### config.mk
export PLATFORM = sky130hd
export DESIGN_NAME = grn_attractor_ctrl_flat
export DESIGN_NICKNAME = d
export VERILOG_FILES = /design/src/rtl/grn_attractor_ctrl_pkg.sv /design/src/rtl/grn_attractor_ctrl_if.sv /design/src/rtl/grn_attractor_ctrl.sv /design/src/flat_wrapper.sv
export SDC_FILE = /design/constraint.sdc
export NUM_CORES = 1
export LEC_CHECK = 0
export ABC_AREA = 1
export CORE_AREA = 2 2 88 90
export DETAILED_ROUTE_END_ITERATION = 16
export DIE_AREA = 0 0 90 92
export GPL_TIMING_DRIVEN = 0
export PLACE_DENSITY = 0.86
export RECOVER_POWER = 100
export SYNTH_ARGS = -nofsm -noshare
export SYNTH_HDL_FRONTEND = slang
export SYNTH_SLANG_ARGS = --single-unit
export TNS_END_PERCENT = 30
### constraint.sdc
create_clock -name i_clk -period 1.8 [get_ports i_clk]
set_clock_uncertainty 0.1 [all_clocks]
set_input_delay 0.54 -clock i_clk [delete_from_list [all_inputs] [get_ports i_clk]]
set_output_delay 0.54 -clock i_clk [all_outputs]
set_load 0.005 [all_outputs]
### src/rtl/grn_attractor_ctrl_pkg.sv
// grn_attractor_ctrl_pkg: FSM state encoding and default counter width for the attractor sequencer
package grn_attractor_ctrl_pkg;
  typedef enum logic [2:0] {IDLE, LOAD, STEP, CMP, PSTEP, PCMP, DONE} state_t;
  localparam int DEF_CNT_W = 16;
endpackage

### src/rtl/grn_attractor_ctrl_if.sv
// grn_attractor_ctrl_if: result valid/ready bus (master = sequencer, slave = consumer)
//   res_valid/res_meet_steps/res_period/res_state/res_timeout: master -> slave
//   res_ready: slave -> master
interface grn_attractor_ctrl_if #(
  parameter int N_NODES = 8,
  parameter int CNT_W   = 16
);
  logic               res_valid;
  logic               res_ready;
  logic [CNT_W-1:0]   res_meet_steps;
  logic [CNT_W-1:0]   res_period;
  logic [N_NODES-1:0] res_state;
  logic               res_timeout;
  modport master (output res_valid, res_meet_steps, res_period, res_state, res_timeout, input res_ready);
  modport slave  (input res_valid, res_meet_steps, res_period, res_state, res_timeout, output res_ready);
endinterface

### src/rtl/grn_attractor_ctrl.sv
// grn_attractor_ctrl: Floyd attractor detection and period measurement sequencer for a GRN node array
//   i_clk, i_rst_n            clock, asynchronous active-low reset
//   i_start, i_init_vec       run request and initial network state (sampled in IDLE)
//   o_busy                    run in progress
//   o_reset_nos, o_start_s0/1 registered one-cycle node control pulses
//   o_init_state              registered initial state to the nodes
//   i_s0_vec, i_s1_vec        node copy outputs
//   res                       result bus (master)
module grn_attractor_ctrl
  import grn_attractor_ctrl_pkg::*;
#(
  parameter int N_NODES   = 8,
  parameter int CNT_W     = DEF_CNT_W,
  parameter int MAX_STEPS = 1000
) (
  input  logic                 i_clk,
  input  logic                 i_rst_n,
  input  logic                 i_start,
  input  logic [N_NODES-1:0]   i_init_vec,
  output logic                 o_busy,
  output logic                 o_reset_nos,
  output logic                 o_start_s0,
  output logic                 o_start_s1,
  output logic [N_NODES-1:0]   o_init_state,
  input  logic [N_NODES-1:0]   i_s0_vec,
  input  logic [N_NODES-1:0]   i_s1_vec,
  grn_attractor_ctrl_if.master res
);
  localparam logic [CNT_W-1:0] MAX = CNT_W'(MAX_STEPS);
  state_t             r_state, w_next;
  logic [CNT_W-1:0]   r_k, r_p;
  logic [N_NODES-1:0] r_init, r_res_state;
  logic               r_to, r_valid, r_reset_nos, r_s0, r_s1;
  logic               w_meet, w_loop, w_to;
  assign w_meet = (r_k >= CNT_W'(2)) && (i_s0_vec == i_s1_vec);
  assign w_loop = i_s1_vec == r_res_state;
  assign w_to   = w_next == DONE && ((r_state == CMP) || (r_state == PCMP && !w_loop));
  always_comb begin
    w_next = r_state;
    case (r_state)
      IDLE:    w_next = i_start ? LOAD : IDLE;
      LOAD:    w_next = STEP;
      STEP:    w_next = CMP;
      CMP:     w_next = w_meet ? PSTEP : (r_k == MAX) ? DONE : STEP;
      PSTEP:   w_next = PCMP;
      PCMP:    w_next = (w_loop || r_p == MAX) ? DONE : PSTEP;
      DONE:    w_next = res.res_ready ? IDLE : DONE;
      default: w_next = IDLE;
    endcase
  end
  // Pulses are registered from the next state so they are high exactly while in their state.
  always_ff @(posedge i_clk or negedge i_rst_n) begin
    if (!i_rst_n) begin
      r_state     <= IDLE;
      r_k         <= '0;
      r_p         <= '0;
      r_init      <= '0;
      r_res_state <= '0;
      r_to        <= 1'b0;
      r_valid     <= 1'b0;
      r_reset_nos <= 1'b0;
      r_s0        <= 1'b0;
      r_s1        <= 1'b0;
    end else begin
      r_state     <= w_next;
      r_reset_nos <= w_next == LOAD;
      r_s0        <= w_next == STEP;
      r_s1        <= w_next == STEP || w_next == PSTEP;
      r_valid     <= w_next == DONE;
      if (r_state == IDLE && i_start) r_init <= i_init_vec;
      if (r_state == LOAD) begin
        r_k         <= '0;
        r_p         <= '0;
        r_res_state <= '0;
        r_to        <= 1'b0;
      end
      if (r_state == STEP) r_k <= (r_k == MAX) ? r_k : r_k + CNT_W'(1);
      if (r_state == PSTEP) r_p <= (r_p == MAX) ? r_p : r_p + CNT_W'(1);
      if (r_state == CMP && w_meet) begin
        r_res_state <= i_s0_vec;
        r_p         <= '0;
      end
      if (w_to) r_to <= 1'b1;
    end
  end
  assign o_busy             = r_state != IDLE;
  assign o_reset_nos        = r_reset_nos;
  assign o_start_s0         = r_s0;
  assign o_start_s1         = r_s1;
  assign o_init_state       = r_init;
  assign res.res_valid      = r_valid;
  assign res.res_meet_steps = r_k;
  assign res.res_period     = r_p;
  assign res.res_state      = r_res_state;
  assign res.res_timeout    = r_to;
endmodule

### src/flat_wrapper.sv
// flat-port wrapper written by rule: the top's interface ports become plain ports
module grn_attractor_ctrl_flat import grn_attractor_ctrl_pkg::*;
#(
  parameter int N_NODES   = 8,
  parameter int CNT_W     = DEF_CNT_W,
  parameter int MAX_STEPS = 1000
)
  (i_clk, i_rst_n, i_start, i_init_vec, o_busy, o_reset_nos, o_start_s0, o_start_s1, o_init_state, i_s0_vec, i_s1_vec, res_res_valid, res_res_meet_steps, res_res_period, res_res_state, res_res_timeout, res_res_ready);
  grn_attractor_ctrl_if #(.N_NODES(N_NODES), .CNT_W(CNT_W)) res_i ();
  input  logic i_clk;
  input  logic i_rst_n;
  input  logic i_start;
  input  logic [N_NODES-1:0] i_init_vec;
  output logic o_busy;
  output logic o_reset_nos;
  output logic o_start_s0;
  output logic o_start_s1;
  output logic [N_NODES-1:0] o_init_state;
  input  logic [N_NODES-1:0] i_s0_vec;
  input  logic [N_NODES-1:0] i_s1_vec;
  output wire logic [$bits(res_i.res_valid)-1:0] res_res_valid;
  output wire logic [$bits(res_i.res_meet_steps)-1:0] res_res_meet_steps;
  output wire logic [$bits(res_i.res_period)-1:0] res_res_period;
  output wire logic [$bits(res_i.res_state)-1:0] res_res_state;
  output wire logic [$bits(res_i.res_timeout)-1:0] res_res_timeout;
  input wire logic [$bits(res_i.res_ready)-1:0] res_res_ready;
  assign res_res_valid = res_i.res_valid;
  assign res_res_meet_steps = res_i.res_meet_steps;
  assign res_res_period = res_i.res_period;
  assign res_res_state = res_i.res_state;
  assign res_res_timeout = res_i.res_timeout;
  assign res_i.res_ready = res_res_ready;
  grn_attractor_ctrl #(.N_NODES(N_NODES), .CNT_W(CNT_W), .MAX_STEPS(MAX_STEPS)) u_core (.i_clk(i_clk), .i_rst_n(i_rst_n), .i_start(i_start), .i_init_vec(i_init_vec), .o_busy(o_busy), .o_reset_nos(o_reset_nos), .o_start_s0(o_start_s0), .o_start_s1(o_start_s1), .o_init_state(o_init_state), .i_s0_vec(i_s0_vec), .i_s1_vec(i_s1_vec), .res(res_i));
endmodule
==> results.md <==
* Status: finished clean
* Internal at 2482 uW
* Via count at 3430
* Layout cells sized above 1 at 0.2152
* Starting density of the core at 0.4316
* Syn_area_per_cell at ~7.4 sq um
* Worst-path clk slew at 0.11 ns
* Final Hold Vio Count at 0
* DR iter-0 viols at ~170
* Die Y-Extent at about 90 microns
* Synth area leaders: dfrtp_1 (44%), nand2_1 (16%), inv_1 (5.7%)
* IO Port Bufs at 81
* Switching Fraction at 0.4062
* Rel. slew slack at 0.4999
* GP Congestion at 0.9323
* Final slew viol count at 0
* Slew @ Worst Pin at 0.7502 ns
* Flops & latches, synth at 56
* 1st-pass router iterations at 5
* Lkg Pwr at 0.002329 uW
* Slowest cell on the critical path: dfrtp_1
* Crit path launch type: flop
* Period minus WS final at 1.780 ns
* Nets at 585
* WS Path Type: reg2reg
* Seq pwr share at 0.375
* Vias per Instance at about 5.2
* Crit-path cells: inv_2 > ha_4 > nand4_1 > nor2_1 > nand3_2 > nand2_4 > buf_6 > buf_12 > nand2_8 > nand2_1 > o21ai_1
* H-Tree Depth at 2
* Clock sinks at 56
* Post-synth top cells: nand2_1 (138), dfrtp_1 (56), inv_1 (49), nor2_1 (44), nand3_1 (24)
* DR WL met3 at roughly 460 microns
* Crit-path max FO at 8
* DIE WIDTH at 90 microns
* Synthesized net count at 468
* RSZ-0062 raised after global routing: yes
* Antenna viol nets, final at 0
* Worst vdd ir at 0.5685 mV
* Top layer reached by signal wires: met4
* Count of maximum capacitance violations at 0
* CP startpoint: u_core.res.res_period[1]$_DFFE_PN0P_
* Vias in the first global route at around 3400
* Routed len/inst at about 14 microns
* Final setup vio count at 0
* Detailed Route WL at 9379 microns
* CTS Buf Count at 5
* Psw at 1698 uW
* Cell count of the worst reg-to-reg path at 11
* Post-synth ARST share at 1.000
* Top_reg_cell synth: dfrtp_1
* Fraction of post-synthesis cell area in the top cell type by area at 0.4360
* Crit path required time at 1.92 ns
* Final critical-path share of the clock period at 0.9890
* PnR worst setup slack at 0.01984 ns
* Yosys top cell by area: dfrtp_1
* Hold Crit Class: in2async
* R2R Path End: u_core.res.res_period[9]$_DFFE_PN0P_
* Register area share after synthesis at 0.4360
* Synth warn at 0
* Post-synth EDFFs at 0
* CTS hold repair buffers at 0
* Crit path arrival time at 1.90 ns
* Ant diodes at 0
* M1 WL at about 3800 microns
* Mapped Area at 3214 sq um
* Row count at 32
* Pin count of the biggest net entering global routing at 31
* Worst skew pair latency at 0.32 ns
* WL met2 at 4933 microns
* Cell family with most CP delay: simple AND/OR/NAND/NOR gates
* Crit-path max cell delay at between 0.4 and 0.5 ns
* CTS tree: yes
* Core box area at 7447 sq um
* R2R Setup Slk at approximately 0.02 ns
* Instance count on the critical path at 11
* Distinct cells, synth at 29
* Crit end category: flop
* Post-synthesis mux area share at 0
* Die area at roughly 8300 sq um
* Initial antenna violation count at 0
* Post-synthesis compound-gate area fraction at 0.05995
* Core Util, Final at 0.6193
* Place WS at -0.7032 ns
* Post-Synth Simple-Gate Area at 0.3441
* Clock Power Share at 0.176
* Logic pwr share at 0.448
* Pwr dens at 906.3 nW/um^2
* Largest family of logic cells by synthesized area: simple AND/OR/NAND/NOR gates
* Root Driver: clkbuf_8
* CTS Buffer Depth at 2
* Count leader, synth: nand2_1
* Adder-cell share of the synthesized area at 0.01946
* Buf/Inv on CP at 3
* Setup crit end: u_core.res.res_period[9]$_DFFE_PN0P_
* Synth Area in XOR/XNOR at 0.06540
* Synth-to-Final Area Change at 43.48%
* DRC violations left at 0
* Worst R2R Start: u_core.res.res_period[1]$_DFFE_PN0P_
* DPL Wire Length at around 6500 microns
* First-pass GRT wire length at 15190 microns
* Fmax at around 560 MHz
* Post-synthesis cell count at 435
* Remaining Overflow, GRT at 0
* I/O pins at 82
* Overall Global Routing Usage at 0.2213
==> logic make-up (layout without fill, tap and decap cells) <==
logic type	after synthesis	count (layout)
flops	56	56
xor+xnor	24	24
compound gates	36	36
fa+ha+maj	5	5
simple gates	252	252
buf+inv	62	180
==> repair_timing <==
action	in CTS	in global routing
pin swaps	9	24
cloned	1	0
setup endpoints to repair	85	44
setup buffers	19	8
hold endpoints to repair	0	0
resized for setup	101	47
==> worst min path at each step <==
| stage | from | to | slack [ns] |
|---|---|---|---|
| after floorplan | i_rst_n | u_core.o_init_state[0]$_DFFE_PN0P_ | 0.14 |
| after global placement | u_core.o_init_state[1]$_DFFE_PN0P_ | u_core.o_init_state[1]$_DFFE_PN0P_ | 0.36 |
| after detailed placement | u_core.o_init_state[0]$_DFFE_PN0P_ | u_core.o_init_state[0]$_DFFE_PN0P_ | 0.36 |
| after CTS | i_rst_n | u_core.r_state[0]$_DFF_PN0_ | 0.16 |
| after global routing | i_rst_n | u_core.res.res_state[5]$_DFFE_PN0P_ | 0.22 |
| final | i_rst_n | u_core.res.res_state[5]$_DFFE_PN0P_ | 0.17 |
==> registers in the layout, indices dropped and copies added (netlist names) <==
register	cells
u_core.res.res_valid	1
u_core.o_start_s1	1
u_core.res.res_timeout	1
u_core.o_init_state	8
u_core.o_reset_nos	1
u_core.o_start_s0	1
u_core.res.res_meet_steps	16
u_core.r_state	3
u_core.res.res_state	8
u_core.res.res_period	16
==> layout by cell type (no fill, tap or decap), types with 3 or more instances in the layout <==
cell,count
a21oi_1,5
buf_4,27
buf_6,3
clkbuf_8,5
clkdlybuf4s50_1,10
dfrtp_1,42
dfrtp_2,14
dlygate4sd2_1,62
dlymetal6s2s_1,5
ha_1,3
inv_1,40
inv_2,19
nand2_1,136
nand2_2,5
nand2_4,3
nand3_1,20
nand3_2,5
nand4_1,13
nor2_1,32
nor2_2,10
nor2_4,6
nor3_1,11
nor3_2,5
o21ai_0,15
o21ai_1,6
o22ai_1,7
xnor2_1,8
xor2_1,15
==> stage by stage <==
stage / cell area (sq um) / hold slack [ns] / total power [uW] / setup TNS, ns / instances
after floorplan: 3214 / 0.1444 / 2460 / 0 / 435
after global placement: 4153 / 0.3628 / 3111 / -111.77 / 618
after detailed placement: 4168 / 0.3645 / 3158 / -17.63 / 619
after CTS: 4418 / 0.1600 / 3948 / 0 / 647
after global routing: 4612 / 0.2190 / 4449 / -0.8406 / 655
final: 4612 / 0.1683 / 4180 / 0 / 655
==> routing by layer <==
| metal | up-vias | global-route usage |
|---|---|---|
| met2 | 135 | 0.4142 |
| li1 | 1620 | - |
| met5 | - | 0 |
| met3 | 18 | 0.03698 |
| met4 | 0 | 0.06282 |
| met1 | 1657 | 0.2609 |
==> layout make-up <==
type                    instances  area [sq um]
inverters                      60         232.7
clock buffers                   5         68.82
multi-input cells             317          1742
well taps                     102         127.6
clock inverters                 3         25.02
flip-flops and latches         56          1419
fillers                       679          2835
repair buffers                110         974.7
plain buffers                   2         22.52
==> power groups by stage <==
stage               clock, uW  combinational, uW  sequential (uW)
finish                    737               1870             1570
CTS                       754               1630             1560
floorplan                   0                862             1600
detailed placement          0               1560             1600
global placement            0               1510             1600
global route              783               2080             1590
Power figures use the tool's default switching activity.
